File: config.mk
export PLATFORM = sky130hd
export DESIGN_NAME = rv32i_load_store
export DESIGN_NICKNAME = d
export VERILOG_FILES = /design/src/rtl/rv32i_load_store_pkg.sv /design/src/rtl/rv32i_load_store_lanes.sv /design/src/rtl/rv32i_load_store.sv
export SDC_FILE = /design/constraint.sdc
export NUM_CORES = 1
export LEC_CHECK = 0
export CAP_MARGIN = 30
export CORE_MARGIN = 8
export CORE_UTILIZATION = 45
export DETAILED_ROUTE_END_ITERATION = 8
export GPL_ROUTABILITY_DRIVEN = 0
export GPL_TIMING_DRIVEN = 0
export PLACE_DENSITY = 0.76
export SLEW_MARGIN = 20
export SYNTH_ARGS = -nofsm -noshare
export SYNTH_HDL_FRONTEND = slang
export SYNTH_SLANG_ARGS = --single-unit
File: constraint.sdc
create_clock -name clk_i -period 2.1 [get_ports clk_i]
set_input_delay 0.315 -clock clk_i [delete_from_list [all_inputs] [get_ports clk_i]]
set_output_delay 0.315 -clock clk_i [all_outputs]
set_load 0.02 [all_outputs]
File: src/rtl/rv32i_load_store_pkg.sv
`default_nettype none
// ============================================================================
// Module : rv32i_load_store_pkg
// Brief  : funct3 codes, LSU state encoding and request classification helpers
// Rev    : 1.0
// ============================================================================
package rv32i_load_store_pkg;

    localparam logic [2:0] c_funct3_b  = 3'b000;
    localparam logic [2:0] c_funct3_h  = 3'b001;
    localparam logic [2:0] c_funct3_w  = 3'b010;
    localparam logic [2:0] c_funct3_bu = 3'b100;
    localparam logic [2:0] c_funct3_hu = 3'b101;

    typedef enum logic [2:0] {
        ST_IDLE = 3'd0,
        ST_RD   = 3'd1,
        ST_WAIT = 3'd2,
        ST_WR   = 3'd3,
        ST_DONE = 3'd4
    } lsu_state_e;

    // Unsigned variants exist only for loads.
    function automatic logic funct3_legal(input logic we, input logic [2:0] funct3);
        logic ok;
        case (funct3)
            c_funct3_b, c_funct3_h, c_funct3_w: ok = 1'b1;
            c_funct3_bu, c_funct3_hu:           ok = !we;
            default:                            ok = 1'b0;
        endcase
        return ok;
    endfunction

    function automatic logic addr_misaligned(input logic [2:0] funct3, input logic [1:0] offset);
        logic bad;
        case (funct3)
            c_funct3_h, c_funct3_hu: bad = offset[0];
            c_funct3_w:              bad = (offset != 2'b00);
            default:                 bad = 1'b0;
        endcase
        return bad;
    endfunction

endpackage
`default_nettype wire

File: src/rtl/rv32i_load_store_lanes.sv
`default_nettype none
// ============================================================================
// Module : rv32i_load_store_lanes
// Brief  : load lane extract/extend and sub-word store merge into a read word
// Rev    : 1.0
// ============================================================================
module rv32i_load_store_lanes
    import rv32i_load_store_pkg::*;
#(
    parameter int XLEN = 32
) (
    input  logic [2:0]      funct3,
    input  logic [1:0]      offset,
    input  logic [XLEN-1:0] rword,
    input  logic [15:0]     wdata,
    output logic [XLEN-1:0] load_data,
    output logic [XLEN-1:0] merged
);

    logic [4:0]  w_bshift;
    logic [4:0]  w_hshift;
    logic [7:0]  w_byte;
    logic [15:0] w_half;

    assign w_bshift = {offset, 3'b000};
    assign w_hshift = {offset[1], 4'b0000};

    always_comb begin
        w_byte    = 8'(rword >> w_bshift);
        w_half    = 16'(rword >> w_hshift);
        load_data = rword;
        merged    = rword;
        case (funct3)
            c_funct3_b: begin
                load_data = {{(XLEN-8){w_byte[7]}}, w_byte};
                merged    = (rword & ~(XLEN'(8'hFF) << w_bshift))
                          | (XLEN'(wdata[7:0]) << w_bshift);
            end
            c_funct3_h: begin
                load_data = {{(XLEN-16){w_half[15]}}, w_half};
                merged    = (rword & ~(XLEN'(16'hFFFF) << w_hshift))
                          | (XLEN'(wdata) << w_hshift);
            end
            c_funct3_bu: load_data = {{(XLEN-8){1'b0}}, w_byte};
            c_funct3_hu: load_data = {{(XLEN-16){1'b0}}, w_half};
            default: ;
        endcase
    end

endmodule
`default_nettype wire

File: src/rtl/rv32i_load_store.sv
`default_nettype none
// ============================================================================
// Module : rv32i_load_store
// Brief  : RV32I load/store unit with read-modify-write for sub-word stores
// Rev    : 1.0
// ============================================================================
module rv32i_load_store
    import rv32i_load_store_pkg::*;
#(
    parameter int XLEN         = 32,
    parameter int PORT_LEN     = 32,
    parameter int READ_LATENCY = 1
) (
    input  logic                clk_i,
    input  logic                reset_i,
    input  logic                req_i,
    input  logic                we_i,
    input  logic [2:0]          funct3_i,
    input  logic [XLEN-1:0]     addr_i,
    input  logic [XLEN-1:0]     wdata_i,
    output logic                busy_o,
    output logic                done_o,
    output logic [XLEN-1:0]     rdata_o,
    output logic                misaligned_o,
    output logic                fault_o,
    output logic [XLEN-1:0]     mem_addr_o,
    output logic [PORT_LEN-1:0] mem_data_o,
    output logic                mem_read_o,
    output logic                mem_write_o,
    input  logic [PORT_LEN-1:0] mem_data_i,
    input  logic                mem_illegal_i
);

    localparam logic [1:0] c_last_wait = 2'(READ_LATENCY - 1);

    lsu_state_e          r_state;
    lsu_state_e          w_next_state;
    logic                r_we;
    logic [2:0]          r_funct3;
    logic [1:0]          r_offset;
    logic [15:0]         r_wdata;
    logic                r_unsupported;
    logic                r_misaligned;
    logic [1:0]          r_wait_cnt;
    logic [XLEN-1:0]     r_rdata;
    logic [XLEN-1:0]     r_mem_addr;
    logic [PORT_LEN-1:0] r_mem_data;

    logic                w_legal;
    logic                w_misaligned;
    logic                w_accept;
    logic                w_clean;
    logic                w_wait_last;
    logic [XLEN-1:0]     w_load_data;
    logic [XLEN-1:0]     w_merged;

    assign w_legal      = funct3_legal(we_i, funct3_i);
    assign w_misaligned = addr_misaligned(funct3_i, addr_i[1:0]);
    assign w_accept     = (r_state == ST_IDLE) && req_i;
    assign w_clean      = w_legal && !w_misaligned;
    assign w_wait_last  = (r_wait_cnt == c_last_wait);

    rv32i_load_store_lanes #(
        .XLEN (XLEN)
    ) u_lanes (
        .funct3    (r_funct3),
        .offset    (r_offset),
        .rword     (mem_data_i),
        .wdata     (r_wdata),
        .load_data (w_load_data),
        .merged    (w_merged)
    );

    always_ff @(posedge clk_i) begin
        if (reset_i) begin
            r_state <= ST_IDLE;
        end else begin
            r_state <= w_next_state;
        end
    end

    always_comb begin
        w_next_state = r_state;
        case (r_state)
            ST_IDLE: begin
                if (req_i) begin
                    if (!w_clean)
                        w_next_state = ST_DONE;
                    else if (we_i && (funct3_i == c_funct3_w))
                        w_next_state = ST_WR;
                    else
                        w_next_state = ST_RD;
                end
            end
            ST_RD:   w_next_state = ST_WAIT;
            ST_WAIT: begin
                if (w_wait_last)
                    w_next_state = r_we ? ST_WR : ST_DONE;
            end
            ST_WR:   w_next_state = ST_DONE;
            ST_DONE: w_next_state = ST_IDLE;
            default: w_next_state = ST_IDLE;
        endcase
    end

    always_ff @(posedge clk_i) begin
        if (reset_i) begin
            r_we          <= 1'b0;
            r_funct3      <= 3'b000;
            r_offset      <= 2'b00;
            r_wdata       <= 16'h0000;
            r_unsupported <= 1'b0;
            r_misaligned  <= 1'b0;
            r_wait_cnt    <= 2'b00;
            r_rdata       <= '0;
            r_mem_addr    <= '0;
            r_mem_data    <= '0;
        end else begin
            if (w_accept) begin
                r_we          <= we_i;
                r_funct3      <= funct3_i;
                r_offset      <= addr_i[1:0];
                r_wdata       <= wdata_i[15:0];
                r_unsupported <= !w_legal;
                r_misaligned  <= w_legal && w_misaligned;
                // Port address only moves for requests that will really touch memory.
                if (w_clean)
                    r_mem_addr <= {addr_i[XLEN-1:2], 2'b00};
                if (w_clean && we_i && (funct3_i == c_funct3_w))
                    r_mem_data <= wdata_i;
            end

            if (r_state == ST_RD)
                r_wait_cnt <= 2'b00;
            else if (r_state == ST_WAIT)
                r_wait_cnt <= r_wait_cnt + 2'd1;

            if ((r_state == ST_WAIT) && w_wait_last) begin
                if (r_we)
                    r_mem_data <= w_merged;
                else
                    r_rdata <= w_load_data;
            end
        end
    end

    assign busy_o       = (r_state != ST_IDLE);
    assign done_o       = (r_state == ST_DONE);
    assign mem_read_o   = (r_state == ST_RD);
    assign mem_write_o  = (r_state == ST_WR);
    assign misaligned_o = done_o && r_misaligned;
    // The decoder flag is already registered and sticky, so sampling it in DONE covers this access.
    assign fault_o      = done_o && (r_unsupported || mem_illegal_i);
    assign rdata_o      = r_rdata;
    assign mem_addr_o   = r_mem_addr;
    assign mem_data_o   = r_mem_data;

endmodule
`default_nettype wire

==> impl_metrics.sql <==
INSERT INTO impl_metrics (metric_group, metric, value, unit) VALUES
('timing', 'finalHoldViolations', '0', ''),
('clock_tree', 'cts.htree.levels', '4', ''),
('setup_path', 'r2r.worst_path.cells', '6', ''),
('clock_tree', 'cts.sink_count', '123', ''),
('clock_tree', 'cts_inserted_buffers', '17', ''),
('final_layout', 'finalNonFillerCells', '1140', ''),
('setup_path', 'path_max_fanout', '10', ''),
('final_layout', 'areaGrowthSynthToFinish', '49.8', '%'),
('yosys', 'seq_area_frac_synth', '42.7', '%'),
('routing', 'viasPerCell', '5.55', ''),
('routing', 'detail_route.drc_violations', '0', ''),
('timing', 'report.final.setup_viol', '0', ''),
('final_layout', 'antennaDiodeCount', '0', ''),
('timing', 'fin_crit', '2.03', 'ns'),
('clock_tree', 'cts_root_buf', 'sky130_fd_sc_hd__clkbuf_16', ''),
('timing', 'final_max_slew_viol_count', '0', ''),
('setup_path', 'end_kind', 'flip-flop', ''),
('floorplanning', 'initial_core_utilization', '45.9', '%'),
('timing', 'fin_worst_skew', '0.0121', 'ns'),
('yosys', 'synth.largest_area_cell', 'sky130_fd_sc_hd__dfxtp_1', ''),
('yosys', 'mapped_cells', '732', ''),
('place', 'detailedPlacementHpwl', '16300', 'um'),
('place', 'place.detailed.instances', '1106', ''),
('setup_path', 'critPathLaunchType', 'primary input', ''),
('place', 'port-buffer-count', '201', ''),
('global_routing', 'vias_in_the_first_global_route', '6180', ''),
('min_path', 'hold_critical_path_depth', '3', ''),
('timing', 'timing.final.ws_setup', '0.0747', 'ns'),
('final_layout', 'multiInputGateArea', '3060', 'um^2'),
('clock_tree', 'clockBufferDepth', '2', ''),
('yosys', 'netlist_area', '5770', 'um^2'),
('floorplanning', 'placement_rows', '41', ''),
('status', 'outcome', 'finished, final reports clean', ''),
('clock_tree', 'worst_skew_pair.late_latency', '0.43', 'ns'),
('setup_path', 'worst-r2r-setup-slack', '0.12', 'ns'),
('final_layout', 'drive_gt1_share', '8.68', '%'),
('routing', 'drt-wirelength-per-cell', '18.7', 'um'),
('floorplanning', 'die_w', '129', 'um'),
('final_layout', 'fillerInstances', '1103', ''),
('yosys', 'postSynthRegisterBits', '123', ''),
('routing', 'wirelength', '21300', 'um'),
('pwr', 'peakVddDrop', '0.517', 'mV'),
('timing', 'worst-slew-pin-transition', '0.670', 'ns'),
('final_layout', 'seqCellArea', '2460', 'um^2'),
('min_path', 'min-delay-path-class', 'primary input to flip-flop', ''),
('routing', 'route.antenna.remaining_nets', '0', ''),
('yosys', 'synthDominantCellAreaShare', '42.7', '%'),
('global_routing', 'gr-total-overflow', '0', ''),
('final_layout', 'nets', '1061', ''),
('floorplanning', 'fp.dieH', '129', 'um'),
('timing', 'timing.max_slew.rel_slack', '55.3', '%'),
('clock_tree', 'cts.clk_slew.worst_paths', '0.05', 'ns'),
('timing', 'fmax', '494', 'MHz'),
('setup_path', 'timing_worst_setup_path_type', 'primary input to flip-flop', ''),
('setup_path', 'timing.critical_path.arrival', '2.30', 'ns'),
('timing', 'setup_repair_after_global_routing_missed_its_margin', 'yes', ''),
('flow_run', 'maxCapViolations', '0', ''),
('floorplanning', 'design.core.area', '12600', 'um^2'),
('timing', 'hold_ws', '0.295', 'ns'),
('global_routing', 'grt.total_usage', '25.1', '%'),
('timing', 'layout_worst_path_cycle_share', '96.4', '%'),
('global_routing', 'maximum_number_of_pins_on_one_net_before_global_route_repair', '17', ''),
('routing', 'dr_total_vias', '6322', ''),
('setup_path', 'cp_data_required_time', '2.38', 'ns'),
('yosys', 'synth.yosys.warnings', '0', ''),
('floorplanning', 'die_area', '16700', 'um^2'),
('routing', 'drtIter0Drc', '502', ''),
('yosys', 'post_synthesis_area_per_instance', '7.88', 'um^2'),
('place', 'dp_slack', '-0.536', 'ns'),
('yosys', 'synthTopCellsByArea', 'sky130_fd_sc_hd__dfxtp_1 (43%), sky130_fd_sc_hd__nand2_1 (12%), sky130_fd_sc_hd__a21oi_1 (7.7%)', ''),
('floorplanning', 'top_level_ports', '206', ''),
('pwr', 'power.static_leakage', '3.09', 'nW'),
('clock_tree', 'tritoncts', 'built', ''),
('yosys', 'netlist-cell-type-count', '49', ''),
('global_routing', 'grt_first_pass_wirelength', '32500', 'um'),
('global_routing', 'antenna_violations_before_repair', '0', ''),
('routing', 'dr.pass1.iters', '5', ''),
('pwr', 'pwr_density_cell', '753', 'nW/um^2');
[state kept, by name (all words and copies together), names as in the netlist]
register       cells
r_misaligned       1
r_offset           2
r_we               1
r_state            3
r_unsupported      1
r_wait_cnt         2
mem_data_o        32
rdata_o           32
mem_addr_o        30
r_funct3           3
r_wdata           16
[cells in the mapped netlist, drive strengths merged]
cell type	count
or4b	2
nor3	17
mux2	1
a221oi	17
or2	1
mux4	1
o21a	2
a31oi	32
o41ai	1
nor4b	1
nor4	2
buf	24
nand4	2
or4	1
and2	2
a2111oi	7
a21oi	89
clkinv	1
a21o	2
nor3b	4
inv	6
o2bb2ai	1
xnor2	1
and4bb	1
o21ai	22
o221ai	7
conb	1
a32oi	1
a31o	7
nand2	188
ha	1
a211oi	35
and3	1
nor2b	1
and2b	1
nand2b	3
nand3b	10
mux2i	28
clkbuf	40
dfxtp	123
nor2	44
and4	1
[worst max-delay path, cell delays in order]
cell,delay [ns]
sky130_fd_sc_hd__clkdlybuf4s50_1,0.52
sky130_fd_sc_hd__clkbuf_1,0.43
sky130_fd_sc_hd__clkbuf_1,0.44
sky130_fd_sc_hd__clkbuf_1,0.50
sky130_fd_sc_hd__a21oi_1,0.10
[per-stage QoR]
step	util, %	total power, W	TNS, ns	area [um^2]
after floorplan	-	0.00321	0	5770
after global placement	63.6	0.00378	-28.57	8000
after detailed placement	63.6	0.00379	-30.12	8000
after CTS	68.1	0.00647	0	8560
after global routing	68.7	0.00672	-0.985	8640
final	68.7	0.00650	0	8640
[worst paths after layout]
kind            startpoint             to
min            funct3_i[0]    r_funct3[0]
max reg2reg    r_offset[1]    rdata_o[29]
min reg2reg  mem_addr_o[2]  mem_addr_o[2]
max                reset_i    r_offset[1]
[report_power, final]
| part | leakage [nW] | internal, W | switching [W] |
|---|---|---|---|
| clock | 0.263 | 0.00167 | 0.00104 |
| combinational | 1.83 | 0.000547 | 0.000703 |
| sequential | 0.998 | 0.00246 | 0.0000847 |
[layout make-up]
type	instances	area share, %
inverter	7	0.304
clock inverter	8	0.811
multi-input combinational	539	35.5
buffer	64	3.55
timing repair buffer	204	23.5
tap	172	2.49
sequential	123	28.5
clock buffer	23	5.42
[routing by layer]
| layer | up-vias | track usage [%] | part of all wire (%) |
|---|---|---|---|
| met5 | - | 0 | 0 |
| met4 | 0 | 9.74 | 2.1 |
| met2 | 320 | 40.6 | 46 |
| li1 | 3058 | - | - |
| met1 | 2908 | 29.5 | 41 |
| met3 | 36 | 9.37 | 12 |
[cell usage in the layout (no fill, tap or decap), types with 2 or more instances in the layout]
| cell type | count |
|---|---|
| sky130_fd_sc_hd__a2111oi_0 | 6 |
| sky130_fd_sc_hd__a211oi_1 | 33 |
| sky130_fd_sc_hd__a211oi_2 | 2 |
| sky130_fd_sc_hd__a21o_1 | 2 |
| sky130_fd_sc_hd__a21oi_1 | 86 |
| sky130_fd_sc_hd__a21oi_2 | 2 |
| sky130_fd_sc_hd__a221oi_1 | 17 |
| sky130_fd_sc_hd__a31o_2 | 7 |
| sky130_fd_sc_hd__a31oi_1 | 32 |
| sky130_fd_sc_hd__buf_1 | 4 |
| sky130_fd_sc_hd__buf_2 | 15 |
| sky130_fd_sc_hd__buf_4 | 9 |
| sky130_fd_sc_hd__buf_6 | 2 |
| sky130_fd_sc_hd__clkbuf_1 | 35 |
| sky130_fd_sc_hd__clkbuf_16 | 17 |
| sky130_fd_sc_hd__clkbuf_2 | 6 |
| sky130_fd_sc_hd__clkbuf_8 | 2 |
| sky130_fd_sc_hd__clkdlybuf4s50_1 | 195 |
| sky130_fd_sc_hd__clkinv_2 | 5 |
| sky130_fd_sc_hd__clkinvlp_4 | 2 |
| sky130_fd_sc_hd__conb_1 | 2 |
| sky130_fd_sc_hd__dfxtp_1 | 123 |
| sky130_fd_sc_hd__dlygate4sd2_1 | 4 |
| sky130_fd_sc_hd__inv_1 | 6 |
| sky130_fd_sc_hd__mux2i_1 | 28 |
| sky130_fd_sc_hd__nand2_1 | 187 |
| sky130_fd_sc_hd__nand2b_1 | 3 |
| sky130_fd_sc_hd__nand3b_1 | 10 |
| sky130_fd_sc_hd__nor2_1 | 43 |
| sky130_fd_sc_hd__nor3_1 | 16 |
| sky130_fd_sc_hd__nor3b_1 | 3 |
| sky130_fd_sc_hd__o21a_1 | 2 |
| sky130_fd_sc_hd__o21ai_0 | 22 |
| sky130_fd_sc_hd__o221ai_1 | 7 |
| sky130_fd_sc_hd__or4b_1 | 2 |
[cell families after synthesis]
kind of cell / synth area share, %
compound gates: 24.4
fa+ha+maj: 0.217
buf+inv: 5.53
simple gates: 21.5
xor+xnor: 0.152
flops: 42.7
mux: 5.45
other cells: 0.0650
[repair_timing]
| item | CTS | global route |
|---|---|---|
| setup endpoints to repair | 34 | 46 |
| pin swaps | 0 | 1 |
| hold buffers | 0 | 0 |
| buffers inserted | 1 | 2 |
| gates resized for setup | 15 | 28 |
No activity file was read; power rests on OpenSTA's default activity.
